===== src/rtl/multicycle_control_pkg.sv =====
// legv8_ctrl_pkg: shared types and encodings for the LEGv8 multicycle control unit.
//   - FSM state enum and instruction-class enum
//   - opcode match values/masks (Instruction[31:21])
//   - ALUCtrl, ALUSrcA, ALUSrcB and SignOp encodings
// Optional feature macro: MCTRL_ILLEGAL_TRAP_EN adds the HALT state.
package legv8_ctrl_pkg;

  typedef enum logic [2:0] {
    ST_FETCH,
    ST_DECODE,
    ST_EXEC,
    ST_MEM,
    ST_WB
`ifdef MCTRL_ILLEGAL_TRAP_EN
    , ST_HALT
`endif
  } state_t;

  typedef enum logic [2:0] {
    CLS_R,
    CLS_LOAD,
    CLS_STORE,
    CLS_CBZ,
    CLS_B,
    CLS_MOVZ,
    CLS_ILLEGAL
  } iclass_t;

  localparam logic [3:0] ALU_AND   = 4'b0000;
  localparam logic [3:0] ALU_ORR   = 4'b0001;
  localparam logic [3:0] ALU_ADD   = 4'b0010;
  localparam logic [3:0] ALU_SUB   = 4'b0110;
  localparam logic [3:0] ALU_PASSB = 4'b0111;

  localparam logic [1:0] SRCA_PC    = 2'b00;
  localparam logic [1:0] SRCA_OLDPC = 2'b01;
  localparam logic [1:0] SRCA_REGA  = 2'b10;

  localparam logic [1:0] SRCB_REGB    = 2'b00;
  localparam logic [1:0] SRCB_FOUR    = 2'b01;
  localparam logic [1:0] SRCB_IMM     = 2'b10;
  localparam logic [1:0] SRCB_IMM_SL2 = 2'b11;

  localparam logic [1:0] SIGN_D    = 2'b00;
  localparam logic [1:0] SIGN_CB   = 2'b01;
  localparam logic [1:0] SIGN_B    = 2'b10;
  localparam logic [1:0] SIGN_MOVZ = 2'b11;

  localparam logic [10:0] MASK_FULL = 11'b11111111111;
  localparam logic [10:0] MASK_CBZ  = 11'b11111111000;
  localparam logic [10:0] MASK_B    = 11'b11111100000;
  localparam logic [10:0] MASK_MOVZ = 11'b11111111100;

  localparam logic [10:0] OP_ADD  = 11'b10001011000;
  localparam logic [10:0] OP_SUB  = 11'b11001011000;
  localparam logic [10:0] OP_AND  = 11'b10001010000;
  localparam logic [10:0] OP_ORR  = 11'b10101010000;
  localparam logic [10:0] OP_LDUR = 11'b11111000010;
  localparam logic [10:0] OP_STUR = 11'b11111000000;
  localparam logic [10:0] OP_CBZ  = 11'b10110100000;
  localparam logic [10:0] OP_B    = 11'b00010100000;
  localparam logic [10:0] OP_MOVZ = 11'b11010010100;

  function automatic logic op_match(input logic [10:0] op,
                                    input logic [10:0] val,
                                    input logic [10:0] mask);
    return (op & mask) == val;
  endfunction

endpackage


===== src/rtl/multicycle_control_alu_op_decode.sv =====
// alu_op_decode: combinational opcode classifier.
// Ports:
//   opcode   in  OPW  Instruction[31:21]
//   iclass   out      instruction class (CLS_ILLEGAL when nothing matches)
//   alu_ctrl out 4    ALU operation the class uses in EXEC
module alu_op_decode
  import legv8_ctrl_pkg::*;
#(
  parameter int OPW = 11
) (
  input  logic [OPW-1:0] opcode,
  output iclass_t        iclass,
  output logic [3:0]     alu_ctrl
);

  always_comb begin
    iclass   = CLS_ILLEGAL;
    alu_ctrl = ALU_ADD;
    if (op_match(opcode, OP_ADD, MASK_FULL)) begin
      iclass   = CLS_R;
      alu_ctrl = ALU_ADD;
    end else if (op_match(opcode, OP_SUB, MASK_FULL)) begin
      iclass   = CLS_R;
      alu_ctrl = ALU_SUB;
    end else if (op_match(opcode, OP_AND, MASK_FULL)) begin
      iclass   = CLS_R;
      alu_ctrl = ALU_AND;
    end else if (op_match(opcode, OP_ORR, MASK_FULL)) begin
      iclass   = CLS_R;
      alu_ctrl = ALU_ORR;
    end else if (op_match(opcode, OP_LDUR, MASK_FULL)) begin
      iclass   = CLS_LOAD;
    end else if (op_match(opcode, OP_STUR, MASK_FULL)) begin
      iclass   = CLS_STORE;
    end else if (op_match(opcode, OP_CBZ, MASK_CBZ)) begin
      iclass   = CLS_CBZ;
      alu_ctrl = ALU_PASSB;
    end else if (op_match(opcode, OP_B, MASK_B)) begin
      iclass   = CLS_B;
    end else if (op_match(opcode, OP_MOVZ, MASK_MOVZ)) begin
      iclass   = CLS_MOVZ;
      alu_ctrl = ALU_PASSB;
    end
  end

endmodule


===== src/rtl/multicycle_control.sv =====
// multicycle_control: LEGv8 multicycle control FSM (FETCH/DECODE/EXEC/MEM/WB).
// Ports:
//   CLK, Reset (sync, active-high), Opcode (Instruction[31:21]), Zero, MemReady
//   ALUCtrl, ALUSrcA, ALUSrcB, SignOp, Reg2Loc, IRWrite, PCWrite, PCSrc,
//   MemRead, MemWrite, MemtoReg, RegWrite, Illegal (trap build only)
// Macro MCTRL_ILLEGAL_TRAP_EN: illegal opcodes halt the FSM and raise Illegal;
// otherwise they retire as a NOP.
//
// state  | meaning
// FETCH  | read instruction, PC+4; leaves when MemReady
// DECODE | latch class/ALU op, compute branch target
// EXEC   | ALU op / address / branch resolve
// MEM    | data access, holds until MemReady
// WB     | register file write
// HALT   | illegal opcode trap, held until Reset (trap build only)
module multicycle_control
  import legv8_ctrl_pkg::*;
#(
  parameter int OPW = 11
) (
  input  logic           CLK,
  input  logic           Reset,
  input  logic [OPW-1:0] Opcode,
  input  logic           Zero,
  input  logic           MemReady,
  output logic [3:0]     ALUCtrl,
  output logic [1:0]     ALUSrcA,
  output logic [1:0]     ALUSrcB,
  output logic [1:0]     SignOp,
  output logic           Reg2Loc,
  output logic           IRWrite,
  output logic           PCWrite,
  output logic           PCSrc,
  output logic           MemRead,
  output logic           MemWrite,
  output logic           MemtoReg,
  output logic           RegWrite
`ifdef MCTRL_ILLEGAL_TRAP_EN
  , output logic         Illegal
`endif
);

  state_t     state;
  iclass_t    cls;
  logic [3:0] alu_op;
  iclass_t    dec_cls;
  logic [3:0] dec_alu;

`ifdef MCTRL_ILLEGAL_TRAP_EN
  logic illegal_q;
`endif

  alu_op_decode #(.OPW(OPW)) u_dec (
    .opcode   (Opcode),
    .iclass   (dec_cls),
    .alu_ctrl (dec_alu)
  );

  always_ff @(posedge CLK) begin
    if (Reset) begin
      state  <= ST_FETCH;
      cls    <= CLS_ILLEGAL;
      alu_op <= ALU_AND;
`ifdef MCTRL_ILLEGAL_TRAP_EN
      illegal_q <= 1'b0;
`endif
    end else begin
      case (state)
        ST_FETCH: if (MemReady) state <= ST_DECODE;
        ST_DECODE: begin
          cls    <= dec_cls;
          alu_op <= dec_alu;
          if (dec_cls == CLS_ILLEGAL) begin
`ifdef MCTRL_ILLEGAL_TRAP_EN
            state     <= ST_HALT;
            illegal_q <= 1'b1;
`else
            state <= ST_FETCH;
`endif
          end else begin
            state <= ST_EXEC;
          end
        end
        ST_EXEC: begin
          case (cls)
            CLS_R, CLS_MOVZ:     state <= ST_WB;
            CLS_LOAD, CLS_STORE: state <= ST_MEM;
            default:             state <= ST_FETCH;
          endcase
        end
        ST_MEM: if (MemReady) state <= (cls == CLS_LOAD) ? ST_WB : ST_FETCH;
        ST_WB: state <= ST_FETCH;
`ifdef MCTRL_ILLEGAL_TRAP_EN
        ST_HALT: state <= ST_HALT;
`endif
        default: state <= ST_FETCH;
      endcase
    end
  end

  // Outputs are decoded combinationally: IRWrite/PCWrite must follow MemReady
  // and Zero within the same cycle, and everything must read 0 while Reset=1.
  always_comb begin
    ALUCtrl  = ALU_AND;
    ALUSrcA  = SRCA_PC;
    ALUSrcB  = SRCB_REGB;
    SignOp   = SIGN_D;
    Reg2Loc  = 1'b0;
    IRWrite  = 1'b0;
    PCWrite  = 1'b0;
    PCSrc    = 1'b0;
    MemRead  = 1'b0;
    MemWrite = 1'b0;
    MemtoReg = 1'b0;
    RegWrite = 1'b0;
    if (!Reset) begin
      case (state)
        ST_FETCH: begin
          MemRead = 1'b1;
          ALUSrcA = SRCA_PC;
          ALUSrcB = SRCB_FOUR;
          ALUCtrl = ALU_ADD;
          IRWrite = MemReady;
          PCWrite = MemReady;
        end
        ST_DECODE: begin
          ALUSrcA = SRCA_OLDPC;
          ALUSrcB = SRCB_IMM_SL2;
          ALUCtrl = ALU_ADD;
          Reg2Loc = (dec_cls == CLS_STORE) || (dec_cls == CLS_CBZ);
          // Target offset extension depends on the branch format.
          if (dec_cls == CLS_CBZ)    SignOp = SIGN_CB;
          else if (dec_cls == CLS_B) SignOp = SIGN_B;
        end
        ST_EXEC: begin
          case (cls)
            CLS_R: begin
              ALUSrcA = SRCA_REGA;
              ALUSrcB = SRCB_REGB;
              ALUCtrl = alu_op;
            end
            CLS_LOAD, CLS_STORE: begin
              ALUSrcA = SRCA_REGA;
              ALUSrcB = SRCB_IMM;
              ALUCtrl = ALU_ADD;
              SignOp  = SIGN_D;
            end
            CLS_CBZ: begin
              ALUSrcB = SRCB_REGB;
              ALUCtrl = ALU_PASSB;
              Reg2Loc = 1'b1;
              PCSrc   = 1'b1;
              PCWrite = Zero;
            end
            CLS_B: begin
              PCWrite = 1'b1;
              PCSrc   = 1'b1;
            end
            CLS_MOVZ: begin
              ALUSrcB = SRCB_IMM;
              SignOp  = SIGN_MOVZ;
              ALUCtrl = ALU_PASSB;
            end
            default: ;
          endcase
        end
        ST_MEM: begin
          // Keep the effective address stable across memory wait cycles.
          ALUSrcA  = SRCA_REGA;
          ALUSrcB  = SRCB_IMM;
          ALUCtrl  = ALU_ADD;
          MemRead  = (cls == CLS_LOAD);
          MemWrite = (cls == CLS_STORE);
        end
        ST_WB: begin
          RegWrite = 1'b1;
          MemtoReg = (cls == CLS_LOAD);
        end
        default: ;
      endcase
    end
  end

`ifdef MCTRL_ILLEGAL_TRAP_EN
  assign Illegal = illegal_q & ~Reset;
`endif

endmodule


===== config.mk =====
export PLATFORM = sky130hd
export DESIGN_NAME = multicycle_control
export DESIGN_NICKNAME = d
export VERILOG_FILES = /design/src/rtl/multicycle_control_pkg.sv /design/src/rtl/multicycle_control_alu_op_decode.sv /design/src/rtl/multicycle_control.sv
export SDC_FILE = /design/constraint.sdc
export NUM_CORES = 1
export LEC_CHECK = 0
export CORE_UTILIZATION = 48
export DETAILED_ROUTE_END_ITERATION = 16
export PLACE_DENSITY = 0.89
export SLEW_MARGIN = 20
export SYNTH_ARGS = -nofsm -noshare
export SYNTH_HDL_FRONTEND = slang
export SYNTH_HIERARCHICAL = 1
export SYNTH_SLANG_ARGS = --single-unit

===== constraint.sdc =====
create_clock -name CLK -period 3.2 [get_ports CLK]
set_input_delay 0.32 -clock CLK [delete_from_list [all_inputs] [get_ports CLK]]
set_output_delay 0.32 -clock CLK [all_outputs]
set_load 0.02 [all_outputs]

Word-level counts from Yosys, hierarchy flattened
Index checks and enable logic that the tools add are counted.
{"block": "word_totals", "ff_bits": 10, "out_inout_bits": 18, "word_cells": 95, "input_bits": 15}
{"block": "op_classes", "n_mux": 57, "n_reduce_logical": 11, "n_eq_ne": 24}
{"op": "equality test 11 bit, second input constant", "n": 6}
{"op": "two-way mux 3 bit", "n": 12}
{"op": "two-way mux 4 bit", "n": 9}
{"op": "two-way mux 2 bit", "n": 10}
{"op": "equality test 3 x 2 -> 1 bit, second input constant", "n": 6}
{"op": "equality test 3 bit, second input constant", "n": 5}
{"op": "two-way mux 1 bit", "n": 15}
{"op": "case mux 3 bit (4 select lines)", "n": 1}
{"op": "case mux 4 bit (3 select lines)", "n": 1}
{"op": "equality test 9 bit, second input constant", "n": 1}
{"op": "OR reduction 3 bit", "n": 3}
{"op": "equality test 8 bit, second input constant", "n": 1}
{"op": "case mux 1 bit (2 select lines)", "n": 4}
{"op": "case mux 2 bit (4 select lines)", "n": 1}
{"op": "case mux 4 bit (2 select lines)", "n": 1}
{"op": "OR reduction 2 bit", "n": 4}
{"op": "equality test 3 x 1 -> 1 bit, second input constant", "n": 2}
{"op": "equality test 6 x 3 -> 1 bit, second input constant", "n": 1}
{"op": "logical NOT 3 bit", "n": 2}
{"op": "case mux 2 bit (3 select lines)", "n": 1}
{"op": "case mux 3 bit (2 select lines)", "n": 1}
{"op": "inequality test 2 bit, second input constant", "n": 2}
{"op": "case mux 2 bit (2 select lines)", "n": 1}
{"op": "AND reduction 2 bit", "n": 1}
{"op": "logical OR 1 bit", "n": 1}

Logic depth before layout (Yosys ltp)
{"block": "logic_depth", "depth_word": 15, "mapped_depth": 6, "ltp_nobuf": 6}

Modules after synthesis
The synthesis kept the hierarchy.
{"mod": "multicycle_control", "cells_each": 104, "area_per_inst_um2": 745.7, "seq_area_each_um2": 200.2, "instances": 1}
{"mod": "alu_op_decode", "cells_each": 29, "area_per_inst_um2": 220.2, "seq_area_each_um2": 0.0, "instances": 1}

Worst setup path before layout
No wires, ideal clock.
{"block": "synth_timing", "path_type": "input -> output", "startpoint": "in Opcode[2]", "endpoint": "out SignOp[1]", "stages": 5, "arrival_time_ps": 1904, "required_time_ps": 2880, "path_buffers": 0, "setup_slack_ps": 976, "path_cell_list": "nor4b_4 -> and4b_2 -> a211oi_2 -> or4b_1 -> a21oi_1"}
{"block": "synth_between", "elab_chain_len": 15, "elab_cells_between_ends": 22, "cone_classes": "9 x eq/ne; 13 x mux"}
{"element": "from (decl)", "line_no": "multicycle_control.sv:23", "source": "input logic [OPW-1:0] Opcode,"}
{"element": "equality test 9 bit", "line_no": "multicycle_control_pkg.sv:67", "source": "return (op & mask) == val;"}
{"element": "two-way mux 2 bit", "line_no": "multicycle_control_alu_op_decode.sv:40", "source": "end else if (op_match(opcode, OP_MOVZ, MASK_MOVZ)) begin"}
{"element": "two-way mux 3 bit", "line_no": "multicycle_control_alu_op_decode.sv:38", "source": "end else if (op_match(opcode, OP_B, MASK_B)) begin"}
{"element": "two-way mux 3 bit", "line_no": "multicycle_control_alu_op_decode.sv:35", "source": "end else if (op_match(opcode, OP_CBZ, MASK_CBZ)) begin"}
{"element": "two-way mux 3 bit", "line_no": "multicycle_control_alu_op_decode.sv:33", "source": "end else if (op_match(opcode, OP_STUR, MASK_FULL)) begin"}
{"element": "two-way mux 3 bit", "line_no": "multicycle_control_alu_op_decode.sv:31", "source": "end else if (op_match(opcode, OP_LDUR, MASK_FULL)) begin"}
{"element": "two-way mux 3 bit", "line_no": "multicycle_control_alu_op_decode.sv:28", "source": "end else if (op_match(opcode, OP_ORR, MASK_FULL)) begin"}
{"element": "two-way mux 3 bit", "line_no": "multicycle_control_alu_op_decode.sv:25", "source": "end else if (op_match(opcode, OP_AND, MASK_FULL)) begin"}
{"element": "two-way mux 3 bit", "line_no": "multicycle_control_alu_op_decode.sv:22", "source": "end else if (op_match(opcode, OP_SUB, MASK_FULL)) begin"}
{"element": "two-way mux 3 bit (*)", "line_no": "multicycle_control_alu_op_decode.sv:19", "source": "if (op_match(opcode, OP_ADD, MASK_FULL)) begin"}
{"element": "net dec_cls[1]", "line_no": "multicycle_control.sv:46", "source": "iclass_t dec_cls;"}
{"element": "equality test 3 bit", "line_no": "multicycle_control.sv:133", "source": "else if (dec_cls == CLS_B) SignOp = SIGN_B;"}
{"element": "two-way mux 2 bit", "line_no": "multicycle_control.sv:133"}
{"element": "two-way mux 2 bit (*)", "line_no": "multicycle_control.sv:132", "source": "if (dec_cls == CLS_CBZ) SignOp = SIGN_CB;"}
{"element": "case mux 2 bit (2 select lines) (*)", "line_no": "multicycle_control.sv:117", "source": "case (state)"}
{"element": "two-way mux 2 bit (*)", "line_no": "multicycle_control.sv:116", "source": "if (!Reset) begin"}
{"element": "to (decl)", "line_no": "multicycle_control.sv:29", "source": "output logic [1:0] SignOp,"}
The timed path passes the listed nets; every way through them passes the cells marked *.

Final worst setup path
{"block": "layout_timing", "startpoint": "in Opcode[5]", "endpoint": "out SignOp[0]"}
{"block": "layout_between", "elab_cells_between_ends": 22, "cone_classes": "10 x eq/ne; 12 x mux"}
{"element": "equality test 8 bit", "line_no": "multicycle_control_pkg.sv:67"}
{"element": "two-way mux 3 bit", "line_no": "multicycle_control_alu_op_decode.sv:35"}
{"element": "two-way mux 3 bit", "line_no": "multicycle_control_alu_op_decode.sv:33"}
{"element": "two-way mux 3 bit", "line_no": "multicycle_control_alu_op_decode.sv:31"}
{"element": "two-way mux 3 bit", "line_no": "multicycle_control_alu_op_decode.sv:28"}
{"element": "two-way mux 3 bit", "line_no": "multicycle_control_alu_op_decode.sv:25"}
{"element": "two-way mux 3 bit", "line_no": "multicycle_control_alu_op_decode.sv:22"}
{"element": "two-way mux 3 bit (*)", "line_no": "multicycle_control_alu_op_decode.sv:19"}
{"element": "net dec_cls[2]", "line_no": "multicycle_control.sv:46"}
{"element": "equality test 3 x 2 -> 1 bit (*)", "line_no": "multicycle_control.sv:132"}
{"element": "two-way mux 2 bit (*)", "line_no": "multicycle_control.sv:132"}
{"element": "case mux 2 bit (2 select lines) (*)", "line_no": "multicycle_control.sv:117"}
{"element": "two-way mux 2 bit (*)", "line_no": "multicycle_control.sv:116"}
Marks and branches as above.

==> metrics.csv <==
metric,value,unit
first-pass GRT wire length,4.22,mm
DP Area,0.00131,mm^2
multi-input logic area,717,um^2
GP Congestion,0.848,
Final #Nets,180,
post-route ant nets,0,
setup ws final,0.165,ns
worst slew pin tran,0.574,ns
initial antenna violation count,0,
Fmax,0.329,GHz
sequential share of the synthesized area,20.7,%
Die Y-Extent,46.9,um
routed len/inst,14.9,um
average size of a mapped cell,7.26,um^2
# H-tree levels,1,
total number of vias,1136,
Hold Path Depth,2,
fin. max-slew vios,0,
Core Rows,15,
Final period util,94.9,%
relative slew slack,61.6,%
Initial DRC Count,43,
Detailed Routing Iterations Pass 1,4,
Core Box Area,0.00180,mm^2
hold buffer count at cts,0,
chip width,46.9,um
asr flop ratio synth,0,%
Final TNS setup,0,ns
P per Cell Area,248,mW/mm^2
Setup WS pre-CTS,0.0635,ns
Yosys reg bits,10,
crit path DAT,2.72,ns
Synth Instances,133,
"commonest non-fill, non-tap cell in the layout",clkdlybuf4s50_1,
Main synth FF type,dfxtp_1,
most frequent cells in the layout,"clkdlybuf4s50_1, nand2_1, a21oi_1, dfxtp_1, nor2_1",
postcts setup bufs,0,
Min-Delay Path Class,reg -> reg,
Post-Syn Nets,148,
outcome,"complete, no violations",
clock root buffer,clkbuf_4,
crit path launch type,input port,
register area,200,um^2
grt total ovfl,0,
MaxCap Viol Count,0,
final design utilization,74.9,%
CTS max path bufs,2,
DRC errors left,0,
Unique masters post-synth,43,
CP required,2.88,ns
pin count of the biggest net entering global routing,17,
number of flops mapped to enable cells by yosys,0,
Hold WS,0.454,ns
GRT Total Usage,27.1,%
DIE AREA,0.00220,mm^2
post-DR vias/cell,6.01,
total routed wirelength,2.82,mm
vias in the first global route,966,
n_diodes,0,
Worst-path clk slew,0.07,ns
min Tclk post-route,3.04,ns
Worst VDD drop,0.229,mV
final hold violations,0,
clk_lat worst skew,0.27,ns
Layout area overhead,39.6,%
TritonCTS clock tree,yes,
CP Capture Type,primary output,
Resize count post-CTS,0,
Initial Util,53.6,%
Post-Syn Area,966,um^2
FF-to-FF path depth,4,
fill count,127,
layout cells sized above 1,10.4,%
Ys Warns,6,
Pleak,0.507,nW
Crit Path Category,in -> out,
Final Instance Area,0.00135,mm^2
final setup fails,0,
FF-to-FF setup slack,1.56,ns
clk_skew,0.00295,ns
CP max FO,5,
io pins,33,
final HPWL from detailed placement,2.14,mm
TritonCTS Sinks,10,
RSZ-0062 raised after global routing,false,
port bufs,32,
Num CTS Buffers,3,
==> state kept, by name, indices dropped and copies added (netlist names) <==
| register | count |
|---|---|
| alu_op | 4 |
| cls | 3 |
| state | 3 |
==> cell type report <==
type / count / share of cell area, %
multi-input combinational: 111 / 53.2
timing repair buffer: 36 / 26.2
sequential: 10 / 14.8
clock buffer: 4 / 2.69
tap: 25 / 2.32
inverter: 3 / 0.835
==> kinds of logic after synthesis <==
family                 count (synthesis)  share of synthesized area, %
buffers and inverters                 12                          5.05
AND/OR/NAND/NOR                       77                          51.2
flip-flops                            10                          20.7
XOR/XNOR                               1                         0.907
other                                  1                         0.388
AO/OA/AOI/OAI                         32                          21.8
==> per-layer routing <==
metal	vias to the layer above	track usage, %	routed length (um)
met4	0	5.71	18
li1	553	-	-
met1	540	35.6	1220
met5	-	0	0
met2	39	43.6	1410
met3	4	8.46	164
==> metrics by stage <==
stage / total power [W] / instances
CTS: 0.000336 / 189
global placement: 0.000216 / 185
global route: 0.000350 / 189
floorplan: 0.000177 / 133
finish: 0.000334 / 189
detailed placement: 0.000219 / 185
==> critical path, stage by stage <==
cell and delay, ns:
clkdlybuf4s50_1 0.53, nor4b_4 0.33, buf_4 0.18, a21oi_1 0.06, o311a_1 0.35, inv_1 0.09, nand4_1 0.08, a21oi_1 0.16
clkdlybuf4s50_1 0.62
==> report_power, final <==
part	total [W]	internal (W)	switching, W	leakage [nW]
sequential	0.000138	0.000128	0.00000948	0.0814
combinational	0.0000799	0.0000418	0.0000381	0.405
clock	0.000117	0.0000692	0.0000474	0.0210
total	0.000334	0.000239	0.0000950	0.507
==> worst paths after layout <==
path                                from                endpoint
hold reg to reg   alu_op[0]$_SDFFE_PP0P_  alu_op[0]$_SDFFE_PP0P_
setup reg to reg   state[0]$_SDFFE_PP0P_   state[1]$_SDFFE_PP0P_
hold / removal    alu_op[0]$_SDFFE_PP0P_  alu_op[0]$_SDFFE_PP0P_
setup / recovery               Opcode[5]               SignOp[0]
==> cell usage after synthesis, types with 2 or more instances <==
library cell  instances  area, um^2
nand2_1              17        63.8
a21oi_1              16        80.1
dfxtp_1              10         200
nor2_1                9        33.8
clkbuf_1              8        30.0
nand3_1               8        40.0
nand3b_1              6        45.0
nor3b_1               6        45.0
and3_1                3        18.8
and3b_1               3        26.3
inv_1                 3        11.3
nand4_1               3        18.8
nor2b_1               3        18.8
o21bai_1              3        22.5
a21o_1                2        15.0
and4b_1               2        20.0
o21a_1                2        15.0
or2_2                 2        12.5
or3b_2                2        17.5
or4b_1                2        20.0
No activity file was read; power rests on OpenSTA's default activity.
